<file path="src/rtl/uart_cmd_pkg.sv">
// Shared types, ASCII constants and hex decode helper for the UART command parser.
// Lowercase acceptance is selected with the UART_CMD_LOWER_EN macro.
package uart_cmd_pkg;

    typedef enum logic [2:0] {
        ST_IDLE,
        ST_ADDR,
        ST_DATA,
        ST_TERM,
        ST_HOLD
    } state_t;

    localparam logic [7:0] ASC_CR = 8'h0D;
    localparam logic [7:0] ASC_LF = 8'h0A;
    localparam logic [7:0] ASC_W  = 8'h57;
    localparam logic [7:0] ASC_R  = 8'h52;
    localparam logic [7:0] ASC_LW = 8'h77;
    localparam logic [7:0] ASC_LR = 8'h72;

    // Returns {valid, nibble}; lowercase a-f only when lower_en is set.
    function automatic logic [4:0] hex2nib(input logic [7:0] b,
                                           input logic       lower_en);
        logic [4:0] r;
        r = 5'd0;
        if (b >= 8'h30 && b <= 8'h39)
            r = {1'b1, b[3:0]};
        else if (b >= 8'h41 && b <= 8'h46)
            r = {1'b1, 4'(b[3:0] + 4'd9)};
        else if (lower_en && b >= 8'h61 && b <= 8'h66)
            r = {1'b1, 4'(b[3:0] + 4'd9)};
        return r;
    endfunction

endpackage

</file>
<file path="src/rtl/uart_cmd_hexdec.sv">
// Combinational ASCII hex digit decoder: byte -> {valid, nibble}.
// Accepts lowercase a-f when UART_CMD_LOWER_EN is defined.
module uart_cmd_hexdec
    import uart_cmd_pkg::*;
(
    input  logic [7:0] rx_byte,
    output logic       vld,
    output logic [3:0] nib
);

`ifdef UART_CMD_LOWER_EN
    localparam logic LOWER = 1'b1;
`else
    localparam logic LOWER = 1'b0;
`endif

    assign {vld, nib} = hex2nib(rx_byte, LOWER);

endmodule

</file>
<file path="src/rtl/uart_cmd_parser.sv">
// ASCII hex command parser (W<addr><data><term> / R<addr><term>) behind a UART.
// UART_CMD_LOWER_EN: accept lowercase command letters and hex digits.
module uart_cmd_parser
    import uart_cmd_pkg::*;
#(
    parameter int unsigned ADDR_W   = 8,
    parameter int unsigned DATA_W   = 8,
    parameter int unsigned TOUT_CYC = 1000000
) (
    input  logic              CLK,
    input  logic              RST,
    input  logic [7:0]        RX_Q,
    input  logic              RX_STB,
    output logic              CMD_VLD,
    output logic              CMD_WR,
    output logic [ADDR_W-1:0] CMD_ADDR,
    output logic [DATA_W-1:0] CMD_DATA,
    input  logic              CMD_ACK,
    output logic              ERR_STB,
    output logic              OVR_STB
);

`ifdef UART_CMD_LOWER_EN
    localparam logic LOWER = 1'b1;
`else
    localparam logic LOWER = 1'b0;
`endif

    localparam int NA   = ADDR_W / 4;
    localparam int ND   = DATA_W / 4;
    localparam int NMAX = (NA > ND) ? NA : ND;
    localparam int DCW  = $clog2(NMAX + 1);
    localparam int CW   = (TOUT_CYC > 1) ? $clog2(TOUT_CYC + 1) : 1;

    localparam logic [DCW-1:0] NA_M1   = DCW'(NA - 1);
    localparam logic [DCW-1:0] ND_M1   = DCW'(ND - 1);
    localparam logic [CW-1:0]  TOUT_M1 = CW'((TOUT_CYC > 0) ? TOUT_CYC - 1 : 0);

    state_t            state_q, state_d;
    logic [ADDR_W-1:0] addr_q,  addr_d;
    logic [DATA_W-1:0] data_q,  data_d;
    logic              wr_q,    wr_d;
    logic              vld_q,   vld_d;
    logic              err_q,   err_d;
    logic              ovr_q,   ovr_d;
    logic [DCW-1:0]    dig_q,   dig_d;
    logic [CW-1:0]     tcnt_q,  tcnt_d;

    logic       hex_vld;
    logic [3:0] hex_nib;
    logic       is_w, is_r, is_term, counting, tout_hit;

    uart_cmd_hexdec u_hexdec (
        .rx_byte (RX_Q),
        .vld     (hex_vld),
        .nib     (hex_nib)
    );

    assign is_w     = (RX_Q == ASC_W) || (LOWER && RX_Q == ASC_LW);
    assign is_r     = (RX_Q == ASC_R) || (LOWER && RX_Q == ASC_LR);
    assign is_term  = (RX_Q == ASC_CR) || (RX_Q == ASC_LF);
    assign counting = (state_q == ST_ADDR) || (state_q == ST_DATA) ||
                      (state_q == ST_TERM);
    assign tout_hit = (TOUT_CYC != 0) && counting && !RX_STB &&
                      (tcnt_q == TOUT_M1);

    // Next-state, shift registers, strobes and inter-byte timeout counter.
    always_comb begin
        state_d = state_q;
        addr_d  = addr_q;
        data_d  = data_q;
        wr_d    = wr_q;
        vld_d   = vld_q;
        err_d   = 1'b0;
        ovr_d   = 1'b0;
        dig_d   = dig_q;
        tcnt_d  = '0;
        if (TOUT_CYC != 0 && counting && !RX_STB)
            tcnt_d = tcnt_q + 1'b1;
        unique case (state_q)
            ST_IDLE: begin
                if (RX_STB) begin
                    if (is_w || is_r) begin
                        state_d = ST_ADDR;
                        addr_d  = '0;
                        data_d  = '0;
                        wr_d    = is_w;
                        dig_d   = '0;
                    end else if (!is_term) begin
                        err_d = 1'b1;
                    end
                end
            end
            ST_ADDR: begin
                if (RX_STB) begin
                    if (hex_vld) begin
                        addr_d = (addr_q << 4) | ADDR_W'(hex_nib);
                        dig_d  = dig_q + 1'b1;
                        if (dig_q == NA_M1) begin
                            dig_d   = '0;
                            state_d = wr_q ? ST_DATA : ST_TERM;
                        end
                    end else begin
                        err_d   = 1'b1;
                        state_d = ST_IDLE;
                    end
                end
            end
            ST_DATA: begin
                if (RX_STB) begin
                    if (hex_vld) begin
                        data_d = (data_q << 4) | DATA_W'(hex_nib);
                        dig_d  = dig_q + 1'b1;
                        if (dig_q == ND_M1) begin
                            dig_d   = '0;
                            state_d = ST_TERM;
                        end
                    end else begin
                        err_d   = 1'b1;
                        state_d = ST_IDLE;
                    end
                end
            end
            ST_TERM: begin
                if (RX_STB) begin
                    if (is_term) begin
                        state_d = ST_HOLD;
                        vld_d   = 1'b1;
                    end else begin
                        err_d   = 1'b1;
                        state_d = ST_IDLE;
                    end
                end
            end
            ST_HOLD: begin
                if (RX_STB)
                    ovr_d = 1'b1;
                if (vld_q && CMD_ACK) begin
                    vld_d   = 1'b0;
                    state_d = ST_IDLE;
                end
            end
            default: state_d = ST_IDLE;
        endcase
        if (tout_hit) begin
            err_d   = 1'b1;
            state_d = ST_IDLE;
        end
    end

    // State and output registers.
    always_ff @(posedge CLK or posedge RST) begin
        if (RST) begin
            state_q <= ST_IDLE;
            addr_q  <= '0;
            data_q  <= '0;
            wr_q    <= 1'b0;
            vld_q   <= 1'b0;
            err_q   <= 1'b0;
            ovr_q   <= 1'b0;
            dig_q   <= '0;
            tcnt_q  <= '0;
        end else begin
            state_q <= state_d;
            addr_q  <= addr_d;
            data_q  <= data_d;
            wr_q    <= wr_d;
            vld_q   <= vld_d;
            err_q   <= err_d;
            ovr_q   <= ovr_d;
            dig_q   <= dig_d;
            tcnt_q  <= tcnt_d;
        end
    end

    assign CMD_VLD  = vld_q;
    assign CMD_WR   = wr_q;
    assign CMD_ADDR = addr_q;
    assign CMD_DATA = data_q;
    assign ERR_STB  = err_q;
    assign OVR_STB  = ovr_q;

endmodule

</file>
<file path="config.mk">
export PLATFORM = sky130hd
export DESIGN_NAME = uart_cmd_parser
export DESIGN_NICKNAME = d
export VERILOG_FILES = /design/src/rtl/uart_cmd_pkg.sv /design/src/rtl/uart_cmd_hexdec.sv /design/src/rtl/uart_cmd_parser.sv
export SDC_FILE = /design/constraint.sdc
export NUM_CORES = 1
export LEC_CHECK = 0
export CORE_AREA = 10 10 79 81
export DETAILED_ROUTE_END_ITERATION = 10
export DIE_AREA = 0 0 89 91
export PLACE_DENSITY_LB_ADDON = 0.3
export SETUP_SLACK_MARGIN = 0.15
export SLEW_MARGIN = 20
export SYNTH_ARGS = -nofsm -noshare
export SYNTH_HDL_FRONTEND = slang
export SYNTH_SLANG_ARGS = --single-unit
</file>
<file path="constraint.sdc">
create_clock -name CLK -period 1.9 [get_ports CLK]
set_input_delay 0.38 -clock CLK [delete_from_list [all_inputs] [get_ports CLK]]
set_output_delay 0.38 -clock CLK [all_outputs]
set_load 0.01 [all_outputs]
</file>
Yosys cells after proc, flatten, opt, wreduce, memory -nomap -nowiden
Index checks and enable logic that the tools add are counted.
{"block": "classes", "add_sub_neg": 3, "eq_ne": 29, "magnitude_cmp": 4, "n_mux": 45, "reduce_logical": 22, "bitwise_logic": 2}
{"operator": "8-bit two-way mux", "count": 6}
{"operator": "3-bit two-way mux", "count": 12}
{"operator": "8-bit case mux with 2 select lines", "count": 2}
{"operator": "20-bit by 1-bit adder with 20-bit output (second input constant)", "count": 1}
{"operator": "20-bit == test (second input constant)", "count": 1}
{"operator": "20-bit two-way mux", "count": 1}
{"operator": "2-bit != test (second input constant)", "count": 9}
{"operator": "3-bit != test (second input constant)", "count": 6}
{"operator": "8-bit by 4-bit == test with 1-bit output (second input constant)", "count": 2}
{"operator": "8-bit by 7-bit == test with 1-bit output (second input constant)", "count": 2}
{"operator": "8-bit by 4-bit bitwise OR with 8-bit output", "count": 2}
{"operator": "3-bit case mux with 5 select lines", "count": 1}
{"operator": "5-bit AND reduction", "count": 3}
{"operator": "1-bit two-way mux", "count": 13}
{"operator": "2-bit two-way mux", "count": 5}
{"operator": "5-bit two-way mux", "count": 2}
{"operator": "8-bit by 6-bit greater-or-equal comparator with 1-bit output (second input constant)", "count": 1}
{"operator": "8-bit by 7-bit greater-or-equal comparator with 1-bit output (second input constant)", "count": 1}
{"operator": "8-bit by 6-bit less-or-equal comparator with 1-bit output (second input constant)", "count": 1}
{"operator": "8-bit by 7-bit less-or-equal comparator with 1-bit output (second input constant)", "count": 1}
{"operator": "4-bit by 3-bit != test with 1-bit output (second input constant)", "count": 2}
{"operator": "8-bit AND reduction", "count": 1}
{"operator": "2-bit nonzero test", "count": 4}
{"operator": "3-bit by 2-bit == test with 1-bit output (second input constant)", "count": 2}
{"operator": "16 further kinds", "count": 24}
{"block": "word_totals", "ff_bits": 45, "word_cells": 114, "input_bits": 12}

Logic depth before layout (Yosys ltp)
Gate-level depths: netlist of run 1.
{"block": "depth", "depth_word": 8, "mapped_depth": 7, "mapped_depth_nobuf": 7}

Cells and area by module
Synthesis of run 1 repeated with hierarchy kept, for this count alone.
{"block": "unflattened", "hier_cells": 259, "hier_area_um2": 2442.3}
{"mod": "uart_cmd_parser", "area_each_um2": 2264.7, "instances": 1, "cells_per_inst": 235}
{"mod": "uart_cmd_hexdec", "area_each_um2": 177.7, "instances": 1, "cells_per_inst": 24}

Worst setup path after synthesis of run 1
No wires, ideal clock.
{"block": "synth_timing", "path_kind": "input to register", "start": "input port RX_Q[1]", "end": "register addr_q[0] (netlist: CMD_ADDR[0])", "setup_slack_ps": -65, "required_time_ps": 1779, "cell_stages": 7, "t_arrival_ps": 1844, "n_path_buf": 0, "cell_sequence": "inv_1 ha_1 nand2b_1 o2111a_2 nor2_2 a2111o_1 a22o_1"}
{"block": "synth_via", "elab_chain_cells": 8, "elab_cells_between_ends": 18, "classes_between": "order compare (4); eq/ne (4); mux (5); bitwise (1); reduce/logical (4)"}
{"item": "start, declared", "line": "uart_cmd_parser.sv:12", "text": "input logic [7:0] RX_Q,"}
{"item": "8-bit by 7-bit greater-or-equal comparator with 1-bit output / 8-bit by 7-bit less-or-equal comparator with 1-bit output (equally long branches)", "line": "uart_cmd_pkg.sv:27", "text": "else if (b >= 8'h41 && b <= 8'h46)"}
{"item": "1-bit logical AND", "line": "uart_cmd_pkg.sv:27"}
{"item": "5-bit two-way mux", "line": "uart_cmd_pkg.sv:27"}
{"item": "5-bit two-way mux", "line": "uart_cmd_pkg.sv:25", "text": "if (b >= 8'h30 && b <= 8'h39)"}
{"item": "8-bit by 4-bit bitwise OR with 8-bit output", "line": "uart_cmd_parser.sv:97", "text": "addr_d = (addr_q << 4) | ADDR_W'(hex_nib);"}
{"item": "8-bit two-way mux", "line": "uart_cmd_parser.sv:96", "text": "if (hex_vld) begin"}
{"item": "8-bit two-way mux", "line": "uart_cmd_parser.sv:95", "text": "if (RX_STB) begin"}
{"item": "8-bit case mux with 2 select lines", "line": "uart_cmd_parser.sv:80", "text": "unique case (state_q)"}
{"item": "end signal, assigned", "line": "uart_cmd_parser.sv:165", "text": "addr_q <= addr_d;"}
{"item": "end, declared", "line": "uart_cmd_parser.sv:40", "text": "logic [ADDR_W-1:0] addr_q, addr_d;"}
Parallel ways exist; a longest one is shown, timed or not. The select of a mux whose other input is x is not followed.
A chain may end at the register's enable or synchronous reset.

Final worst setup path of run 1
{"block": "layout_timing", "start": "input port RX_STB", "end": "register data_q[4] (netlist: CMD_DATA[4])"}
{"block": "layout_via", "elab_chain_cells": 2, "elab_cells_between_ends": 3, "classes_between": "eq/ne (2); reduce/logical (1)"}
{"item": "start, declared", "line": "uart_cmd_parser.sv:13", "text": "input logic RX_STB,"}
{"item": "2-bit != test (no source line)"}
{"item": "5-bit AND reduction (no source line) (*)"}
{"item": "end signal, assigned", "line": "uart_cmd_parser.sv:166", "text": "data_q <= data_d;"}
{"item": "end, declared", "line": "uart_cmd_parser.sv:41", "text": "logic [DATA_W-1:0] data_q, data_d;"}
Every way passes the cells marked *; elsewhere a longest branch is shown, timed or not.

==> results of run 1 <==
registers in the layout, summed over array words and instances, names as in the netlist:
name / cells
CMD_DATA: 8
tcnt_q: 20
CMD_WR: 1
state_q: 3
OVR_STB: 1
CMD_ADDR: 8
ERR_STB: 1
CMD_VLD: 1
dig_q: 2
cells in the final DEF (no fill, tap or decap), types with 7 or more instances in the layout:
cell type         n
dfrtp_1          44
buf_4            34
nor2_1           31
clkdlybuf4s50_1  23
nand2_1          16
xor2_1           15
a22o_1           14
nand3_1          12
nand4_1           7
buf_6             7
cells in the mapped netlist (3+ instances only):
master    count
xnor2_1       3
clkbuf_1      6
nor2_1       32
a22o_1       14
a21oi_1       7
nand4_1       7
a21o_1        4
inv_1         5
ha_1          5
and3_1        6
dfrtp_1      45
nand3_1      12
or3_1         3
xor2_1       15
nand2_1      16
o21ai_0       6
and4_1        3
nand2b_1      4
kinds of logic after synthesis:
family | after synthesis | synth area share
AOI/OAI and AO/OA | 52 | 0.180
and+or+nand+nor | 99 | 0.217
DFF | 45 | 0.477
muxes | 2 | 0.00955
xor gates and xnor gates | 18 | 0.0668
buffers and inverters | 13 | 0.0228
adders and majority gates | 5 | 0.0265
power by group:
group | switching (W) | leakage, nW | internal (W)
clock network | 0.000306 | 0.0585 | 0.000429
registers | 0.000105 | 0.619 | 0.00103
logic | 0.000405 | 0.783 | 0.000390
total | 0.000816 | 1.46 | 0.00185
worst max-delay path, cell delays in order:
cell and delay (ps):
clkdlybuf4s50_1 490, buf_4 140, nand2b_4 60, nor2_2 130, o21ai_0 200, a21o_4 280
a22o_1 250
path summary, 6_finish.rpt:
check                            from          end  slack, ps  cells past startpoint
setup / recovery               RX_STB  CMD_DATA[4]        150                      7
hold / removal                    RST  CMD_DATA[0]        420                      3
setup reg to reg           state_q[0]   state_q[0]        180                      5
hold reg to reg             tcnt_q[0]    tcnt_q[0]        500                      1
max in group asynchronous         RST   tcnt_q[13]       1250                      3
min in group CLK            tcnt_q[0]    tcnt_q[0]        500                      1
final cells by class:
type                            count  area (um^2)  area share
Tap cell                           54         67.6      0.0204
Timing Repair Buffer               72          651       0.197
Clock inverter                      1         30.0     0.00909
Clock buffer                        7         86.3      0.0261
Inverter                            5         25.0     0.00757
Multi-Input combinational cell    176         1320       0.399
Sequential cell                    45         1130       0.341
metal layers:
metal,vias up,part of all wire,GRT usage
li1,994,-,-
met1,975,0.42,0.169
met5,-,0,0
met3,13,0.024,0.0286
met4,0,0.024,0.0676
met2,31,0.53,0.250
repair_timing:
item | CTS | global route
pin swaps | 8 | 9
gates resized for setup | 39 | 16
setup buffers | 3 | 0
setup endpoints to repair | 23 | 19
hold endpoints to repair | 0 | 0
per-stage QoR:
stage / area [um^2] / TNS, ps
2_1_floorplan: 2400 / 0
3_3_place_gp: 3040 / -13660
3_5_place_dp: 3040 / -14610
4_1_cts: 3220 / 0
5_1_grt: 3300 / 0
6_report: 3300 / 0
==> reports/qor.csv, run 1 <==
stage,metric,value,unit
power,VDD IR-drop max,0.375,mV
floorplan,I/O pins,32,
timing,Setup-failing EPs final,0,
final_layout,Total Nets Final,322,
floorplan,Starting Density,0.506,
logic_synthesis,Synth Register Bits,45,
logic_synthesis,Yosys top cell area share,0.477,
critical_path,WS Path Type,input port to flop,
logic_synthesis,Synth cell types,53,
clock_tree,CTS Buf Count,5,
logic_synthesis,most area-consuming cells after synthesis,"dfrtp_1, xor2_1, a22o_1, nor2_1, ha_1",
critical_path,crit end category,flop,
worst_hold_path,Hold/Removal Path Class,input port to asynchronous set/reset pin,
timing,RSZ-0062 raised after global routing,true,
logic_synthesis,"Seq/Total Area, Yosys",0.477,
power,PwrDens,807,nW/um^2
power,Pwr Total,0.00267,W
clock_tree,clk buf depth,2,
logic_synthesis,Mapped Area,2360,um^2
floorplan,area of the core,4660,um^2
run,Max Cap Viol,0,
global_routing,largest net degree at the start of global routing,46,
clock_tree,clock sink count,45,
floorplan,chip width,89,um
timing,final worst path period share,0.923,
global_routing,global-route wire length before repair,9620,um
global_routing,grt total ovfl,0,
final_layout,share of layout cells above drive strength 1,0.275,
placement,Final HPWL DP,4030,um
clock_tree,Clock Tree Root,clkbuf_8,
route,DR vias,2013,
power,static leakage,1.46,nW
final_layout,Area Growth Syn to Fin,40.1,%
timing,Final Skew,4.81,ps
logic_synthesis,async set-reset flop share out of synthesis,1.00,
route,vias per std cell,5.59,
route,Post-route DRC,0,
final_layout,filler cell count,351,
logic_synthesis,Post-Syn Nets,251,
global_routing,All-Layer GR Usage,0.146,
clock_tree,Max H-tree Level,2,
floorplan,Die ar.,8100,um^2
placement,dpl cells,349,
route,WL final,5840,um
critical_path,CP Data Required Time,2080,ps
timing,Final Max Tran Viols,0,
timing,Peak Freq,570,MHz
placement,Port Buffers,31,
critical_path,Critical Path AT,1930,ps
logic_synthesis,Post-synth EDFFs,0,
logic_synthesis,"Avg Cell Area, Syn",10.1,um^2
logic_synthesis,synthesis warning total,0,
route,TritonRoute pass-1 iters,4,
final_layout,n_diodes,0,
route,DRT iter0 DRCs,77,
placement,Final GP Congestion,0.831,
timing,max_slew headroom,0.695,
critical_path,crit start category,input port,
outcome,outcome,"complete, no violations",
clock_tree,Hold Buf Count CTS,0,
final_layout,fin util,0.709,
logic_synthesis,post-synth top area cell,dfrtp_1,
logic_synthesis,cells after synthesis,234,
timing,Fin Hold WS,422,ps
clock_tree,CTS tree,yes,
timing,post-route setup slack,146,ps
floorplan,die height,91,um
placement,Place WS,-697,ps
timing,final hold vios,0,
global_routing,initial antenna violation count,0,
critical_path,CP Max Fanout,7,
logic_synthesis,Main synth FF type,dfrtp_1,
floorplan,std cell rows,25,
route,routed len/inst,16.2,um
timing,Worst-Margin Slew,453,ps
global_routing,vias in the first global route,2092,
clock_tree,"Clk Latency, worst-skew pair",290,ps
timing,min Tclk post-route,1750,ps
final_layout,fin cells,360,
clock_tree,Worst-path clk slew,80,ps
route,antenna-violating nets left,0,
Power figures use the tool's default switching activity.
==> run 2: changes to the inputs <==
- CTS_BUF_LIST: unset -> sky130_fd_sc_hd__clkbuf_4 sky130_fd_sc_hd__clkbuf_8 sky130_fd_sc_hd__clkbuf_16
==> reports/qor.csv, run 2 (same netlist as run 1, synthesis figures left out) <==
stage,metric,value,unit,change
route,Post-route DRC,0,,unchanged
route,TritonRoute pass-1 iters,4,,unchanged
timing,Peak Freq,571,MHz,was 570 MHz
final_layout,Multi-input gate area,1320,um^2,unchanged
placement,Final HPWL DP,4030,um,unchanged
critical_path,Critical Path AT,1930,ps,about the same
power,Pwr Total,0.00268,W,was 0.00267 W
timing,final hold vios,0,,unchanged
global_routing,initial antenna violation count,0,,unchanged
final_layout,most frequent cells in the layout,"dfrtp_1, buf_4, nor2_1",,unchanged
floorplan,chip width,89,um,unchanged
final_layout,filler cell count,350,,was 351
global_routing,global-route wire length before repair,9630,um,was 9620 um
power,Clock power frac,0.279,,was 0.276
floorplan,I/O pins,32,,unchanged
power,static leakage,1.46,nW,about the same
timing,Final Skew,5.33,ps,was 4.81 ps
global_routing,All-Layer GR Usage,0.146,,unchanged
power,Internal,0.00186,W,was 0.00185 W
floorplan,area of the core,4660,um^2,unchanged
final_layout,share of layout cells above drive strength 1,0.278,,was 0.275
final_layout,"most common cell after layout, fill and taps aside",dfrtp_1,,unchanged
timing,min Tclk post-route,1750,ps,about the same
clock_tree,Clock Tree Root,clkbuf_8,,unchanged
timing,Worst-Margin Slew,449,ps,was 453 ps
critical_path,cell chain of the critical path,clkdlybuf4s50_1 -> buf_4 -> nand2b_4 -> nor2_2 -> o21ai_0 -> a21o_4 -> a22o_1,,unchanged
critical_path,WS Path Type,input port to flop,,unchanged
critical_path,CP Data Required Time,2080,ps,about the same
route,DRT iter0 DRCs,65,,was 77
timing,final worst path period share,0.922,,was 0.923
run,Max Cap Viol,0,,unchanged
critical_path,worst setup path start,RX_STB,,unchanged
timing,Sum Neg Setup Slack,0,ps,unchanged
timing,Final Max Tran Viols,0,,unchanged
floorplan,Starting Density,0.506,,unchanged
power,power share of the combinational group,0.297,,was 0.298
critical_path,CP top delay family,compound AO/OA/AOI/OAI gates,,unchanged
clock_tree,clock sink count,45,,unchanged
clock_tree,Hold Buf Count CTS,0,,unchanged
global_routing,grt total ovfl,0,,unchanged
timing,RSZ-0062 raised after global routing,true,,unchanged
final_layout,n_diodes,0,,unchanged
floorplan,std cell rows,25,,unchanged
critical_path,crit end category,flop,,unchanged
final_layout,Area Growth Syn to Fin,40.3,%,was 40.1%
outcome,outcome,"complete, no violations",,unchanged
timing,Fin Hold WS,421,ps,was 422 ps
final_layout,Largest Register,tcnt_q,,unchanged
critical_path,CP Max Fanout,7,,unchanged
placement,Final GP Congestion,0.831,,unchanged
power,PwrDens,810,nW/um^2,was 807 nW/um^2
route,WL final,5810,um,was 5840 um
clock_tree,CTS tree,yes,,unchanged
final_layout,Total Nets Final,322,,unchanged
route,antenna-violating nets left,0,,unchanged
route,vias per std cell,5.64,,was 5.59
final_layout,max FFs per register,20,,unchanged
timing,post-route setup slack,148,ps,was 146 ps
critical_path,reg2reg start,state_q[0],,unchanged
critical_path,max incr delay on CP,490,ps,about the same
clock_tree,clk buf depth,2,,unchanged
route,routed len/inst,16.2,um,about the same
clock_tree,Worst-path clk slew,80,ps,about the same
placement,Place WS,-697,ps,unchanged
clock_tree,Max H-tree Level,2,,unchanged
global_routing,vias in the first global route,2096,,was 2092
power,Psw,0.000815,W,was 0.000816 W
critical_path,crit start category,input port,,unchanged
floorplan,die height,91,um,unchanged
final_layout,Final Instance Area,3310,um^2,was 3300 um^2
timing,max_slew headroom,0.697,,was 0.695
power,Sw Ratio,0.304,,was 0.306
route,DR vias,2031,,was 2013
timing,Setup-failing EPs final,0,,unchanged
worst_hold_path,Hold/Removal Path Class,input port to asynchronous set/reset pin,,unchanged
floorplan,Die ar.,8100,um^2,unchanged
power,VDD IR-drop max,0.375,mV,about the same
global_routing,largest net degree at the start of global routing,46,,unchanged
power,Reg power frac,0.424,,was 0.426
clock_tree,"Clk Latency, worst-skew pair",290,ps,about the same
critical_path,critical path's slowest cell,clkdlybuf4s50_1,,unchanged
placement,Port Buffers,31,,unchanged
placement,area post-placement,3040,um^2,unchanged
critical_path,Bufs and invs on worst path,2,,unchanged
final_layout,register area,1130,um^2,unchanged
clock_tree,CTS Buf Count,5,,unchanged
[run 2: routing by layer]
| metal | GRT usage | share of wire | wire (um) | vias to the layer above |
|---|---|---|---|---|
| li1 | - | - | - | 994 |
| met1 | 0.169 | 0.42 | 2460 | 988 |
| met4 | 0.0676 | 0.028 | 160 | 0 |
| met2 | 0.250 | 0.52 | 3040 | 34 |
| met5 | 0 | 0 | 0 | - |
| met3 | 0.0286 | 0.026 | 153 | 15 |
[run 2: power by group through the flow]
stage                     clock (W)  combinational (W)  sequential (W)
after detailed placement          0           0.000745         0.00114
final                      0.000748           0.000796         0.00114
after floorplan                   0           0.000448         0.00112
after CTS                  0.000761           0.000758         0.00113
after global placement            0           0.000730         0.00114
after global routing       0.000819           0.000869         0.00115
[run 2: area by class of cell]
type                    instances  area share
flip-flops and latches         45       0.341
multi-input cells             176       0.398
clock inverters                 1     0.00908
inverters                       5     0.00756
clock buffers                   7      0.0272
repair buffers                 72       0.197
well taps                      54      0.0204
[run 2: worst reg2reg max path, cell delays in order (launching register included)]
cell	delay (ps)
dfrtp_1	490
or2_2	210
nand2_1	100
or4_4	580
o221a_2	150
o21a_1	100
[run 2: path summary, 6_finish.rpt]
path	slack (ps)	cells past startpoint	to
worst min register to register	500	1	tcnt_q[0]
worst min-delay path	420	3	CMD_DATA[0]
min in group CLK	500	1	tcnt_q[0]
worst max-delay path	150	7	CMD_DATA[4]
worst max register to register	180	5	state_q[0]
max in group asynchronous	1250	3	tcnt_q[13]
[run 2: through the flow]
stage           util  instances
6_report       0.710        360
3_3_place_gp   0.653        349
4_1_cts        0.692        360
5_1_grt        0.710        360
2_1_floorplan      -        234
3_5_place_dp   0.653        349
[run 2: what timing repair did]
item,4_1_cts,5_1_grt
gates resized for setup,39,16
setup endpoints to repair,23,19
setup buffers,3,0
pin swaps,8,9
==> run 3: changes to the inputs <==
- CORE_AREA: 10 10 79 81 -> 10 10 80 82
- DIE_AREA: 0 0 89 91 -> 0 0 90 92
- clock period: 1.9 -> 1.8 ns (I/O delays scaled with it)
==> reports/qor.csv, run 3 (same netlist as run 1, synthesis figures left out) <==
stage,metric,value,unit,change
clock_tree,"Clk Latency, worst-skew pair",300,ps,was 290 ps
final_layout,Total Nets Final,331,,was 322
global_routing,All-Layer GR Usage,0.137,,was 0.146
outcome,outcome,"complete, no violations",,unchanged
power,PwrDens,793,nW/um^2,was 810 nW/um^2
critical_path,reg2reg start,state_q[2],,was state_q[0]
critical_path,CP Data Required Time,1990,ps,was 2080 ps
route,DR vias,2020,,was 2031
floorplan,area of the core,4910,um^2,was 4660 um^2
final_layout,filler cell count,383,,was 350
critical_path,Bufs and invs on worst path,2,,unchanged
final_layout,max FFs per register,20,,unchanged
clock_tree,Clock Tree Root,clkbuf_8,,unchanged
placement,Final HPWL DP,4030,um,about the same
clock_tree,clock sink count,45,,unchanged
placement,Port Buffers,31,,unchanged
floorplan,Die ar.,8280,um^2,was 8100 um^2
final_layout,most frequent cells in the layout,"buf_4, dfrtp_1, nor2_1",,"was dfrtp_1, buf_4, nor2_1"
final_layout,share of layout cells above drive strength 1,0.308,,was 0.278
final_layout,Area Growth Syn to Fin,41.6,%,was 40.3%
clock_tree,Worst-path clk slew,90,ps,was 80 ps
timing,final worst path period share,0.945,,
final_layout,"most common cell after layout, fill and taps aside",buf_4,,was dfrtp_1
global_routing,grt total ovfl,0,,unchanged
floorplan,chip width,90,um,was 89 um
power,static leakage,1.53,nW,was 1.46 nW
final_layout,n_diodes,0,,unchanged
critical_path,CP top delay family,compound AO/OA/AOI/OAI gates,,unchanged
global_routing,global-route wire length before repair,9520,um,was 9630 um
final_layout,Largest Register,tcnt_q,,unchanged
floorplan,Starting Density,0.480,,was 0.506
timing,Worst-Margin Slew,377,ps,was 449 ps
clock_tree,CTS Buf Count,5,,unchanged
route,routed len/inst,14.2,um,was 16.2 um
critical_path,cell chain of the critical path,buf_8 -> clkinvlp_4 -> ha_4 -> nand2b_4 -> o2111a_2 -> nor2_4 -> a2111o_1 -> a22o_1,,was clkdlybuf4s50_1 -> buf_4 -> nand2b_4 -> nor2_2 -> o21ai_0 -> a21o_4 -> a22o_1
route,vias per std cell,5.25,,was 5.64
floorplan,std cell rows,26,,was 25
critical_path,crit end category,flop,,unchanged
critical_path,max incr delay on CP,530,ps,was 490 ps
floorplan,I/O pins,32,,unchanged
timing,final hold vios,0,,unchanged
critical_path,crit start category,input port,,unchanged
critical_path,critical path's slowest cell,a2111o_1,,was clkdlybuf4s50_1
floorplan,die height,92,um,was 91 um
timing,min Tclk post-route,1700,ps,
route,WL final,5480,um,was 5810 um
power,VDD IR-drop max,0.560,mV,was 0.375 mV
critical_path,WS Path Type,input port to flop,,unchanged
timing,Sum Neg Setup Slack,0,ps,unchanged
timing,Final Max Tran Viols,0,,unchanged
critical_path,worst setup path start,RX_Q[1],,was RX_STB
critical_path,Critical Path AT,1890,ps,was 1930 ps
critical_path,CP Max Fanout,8,,was 7
final_layout,fin cells,385,,was 360
route,Post-route DRC,0,,unchanged
clock_tree,clk buf depth,2,,unchanged
worst_hold_path,Hold/Removal Path Class,input port to asynchronous set/reset pin,,unchanged
route,DRT iter0 DRCs,52,,was 65
timing,max_slew headroom,0.746,,was 0.697
timing,RSZ-0062 raised after global routing,true,,unchanged
timing,Setup-failing EPs final,0,,unchanged
global_routing,initial antenna violation count,0,,unchanged
timing,Final Skew,7.90,ps,was 5.33 ps
placement,dpl cells,369,,was 349
placement,Final GP Congestion,0.847,,was 0.831
route,TritonRoute pass-1 iters,4,,unchanged
route,antenna-violating nets left,0,,unchanged
clock_tree,CTS tree,yes,,unchanged
timing,Peak Freq,588,MHz,
run,Max Cap Viol,0,,unchanged
global_routing,largest net degree at the start of global routing,46,,unchanged
clock_tree,Max H-tree Level,2,,unchanged
global_routing,vias in the first global route,2110,,was 2096
power,Pwr Total,0.00265,W,was 0.00268 W
==> run 3: layer usage <==
| layer | track usage | up-vias | wire (um) |
|---|---|---|---|
| met1 | 0.152 | 976 | 2370 |
| met5 | 0 | - | 0 |
| met2 | 0.242 | 25 | 2820 |
| met4 | 0.0743 | 0 | 138 |
| li1 | - | 1008 | - |
| met3 | 0.0277 | 11 | 152 |
==> run 3: final timing paths <==
kind	to	slack [ps]	cells after the start
worst max-delay path	CMD_ADDR[7]	100	8
worst min-delay path	tcnt_q[14]	390	3
worst max register to register	state_q[0]	160	5
worst min register to register	dig_q[1]	490	1
max in group asynchronous	state_q[2]	1180	3
min in group CLK	CMD_WR	400	3
==> run 3: cell type report <==
type                       count  area (um^2)  share of cell area
clock buffer                   5         68.8              0.0206
tap                           70         87.6              0.0262
sequential                    45         1130               0.338
multi-input combinational    176         1310               0.392
inverter                       5         25.0             0.00749
clock inverter                 3         17.5             0.00524
timing repair buffer          81          703               0.210
==> run 3: report_power, final <==
part,leakage (nW),switching (W),internal [W],total [W]
Sequential,0.618,0.0000885,0.00109,0.00118
Combinational,0.865,0.000425,0.000434,0.000860
Clock,0.0439,0.000342,0.000268,0.000610
==> run 3: worst min-delay path, delay by kind of cell <==
family / cells / cell delay, ps
buffers and inverters: 3 / 710
==> run 3: what timing repair did <==
item | in CTS | in global routing
pin swaps | 11 | 13
gates resized for setup | 42 | 15
hold buffers | 0 | 0
buffers inserted | 7 | 1
endpoints found under the setup margin | 25 | 25
==> run 3: metrics by stage <==
stage / hold WS [ps] / util / worst slack, ps / area [um^2]
floorplan: 458 / - / -36.9 / 2410
global placement: 470 / 0.633 / -737 / 3110
detailed placement: 479 / 0.633 / -823 / 3110
CTS: 403 / 0.670 / 75.1 / 3290
global route: 412 / 0.680 / 43.6 / 3340
finish: 393 / 0.680 / 98.1 / 3340
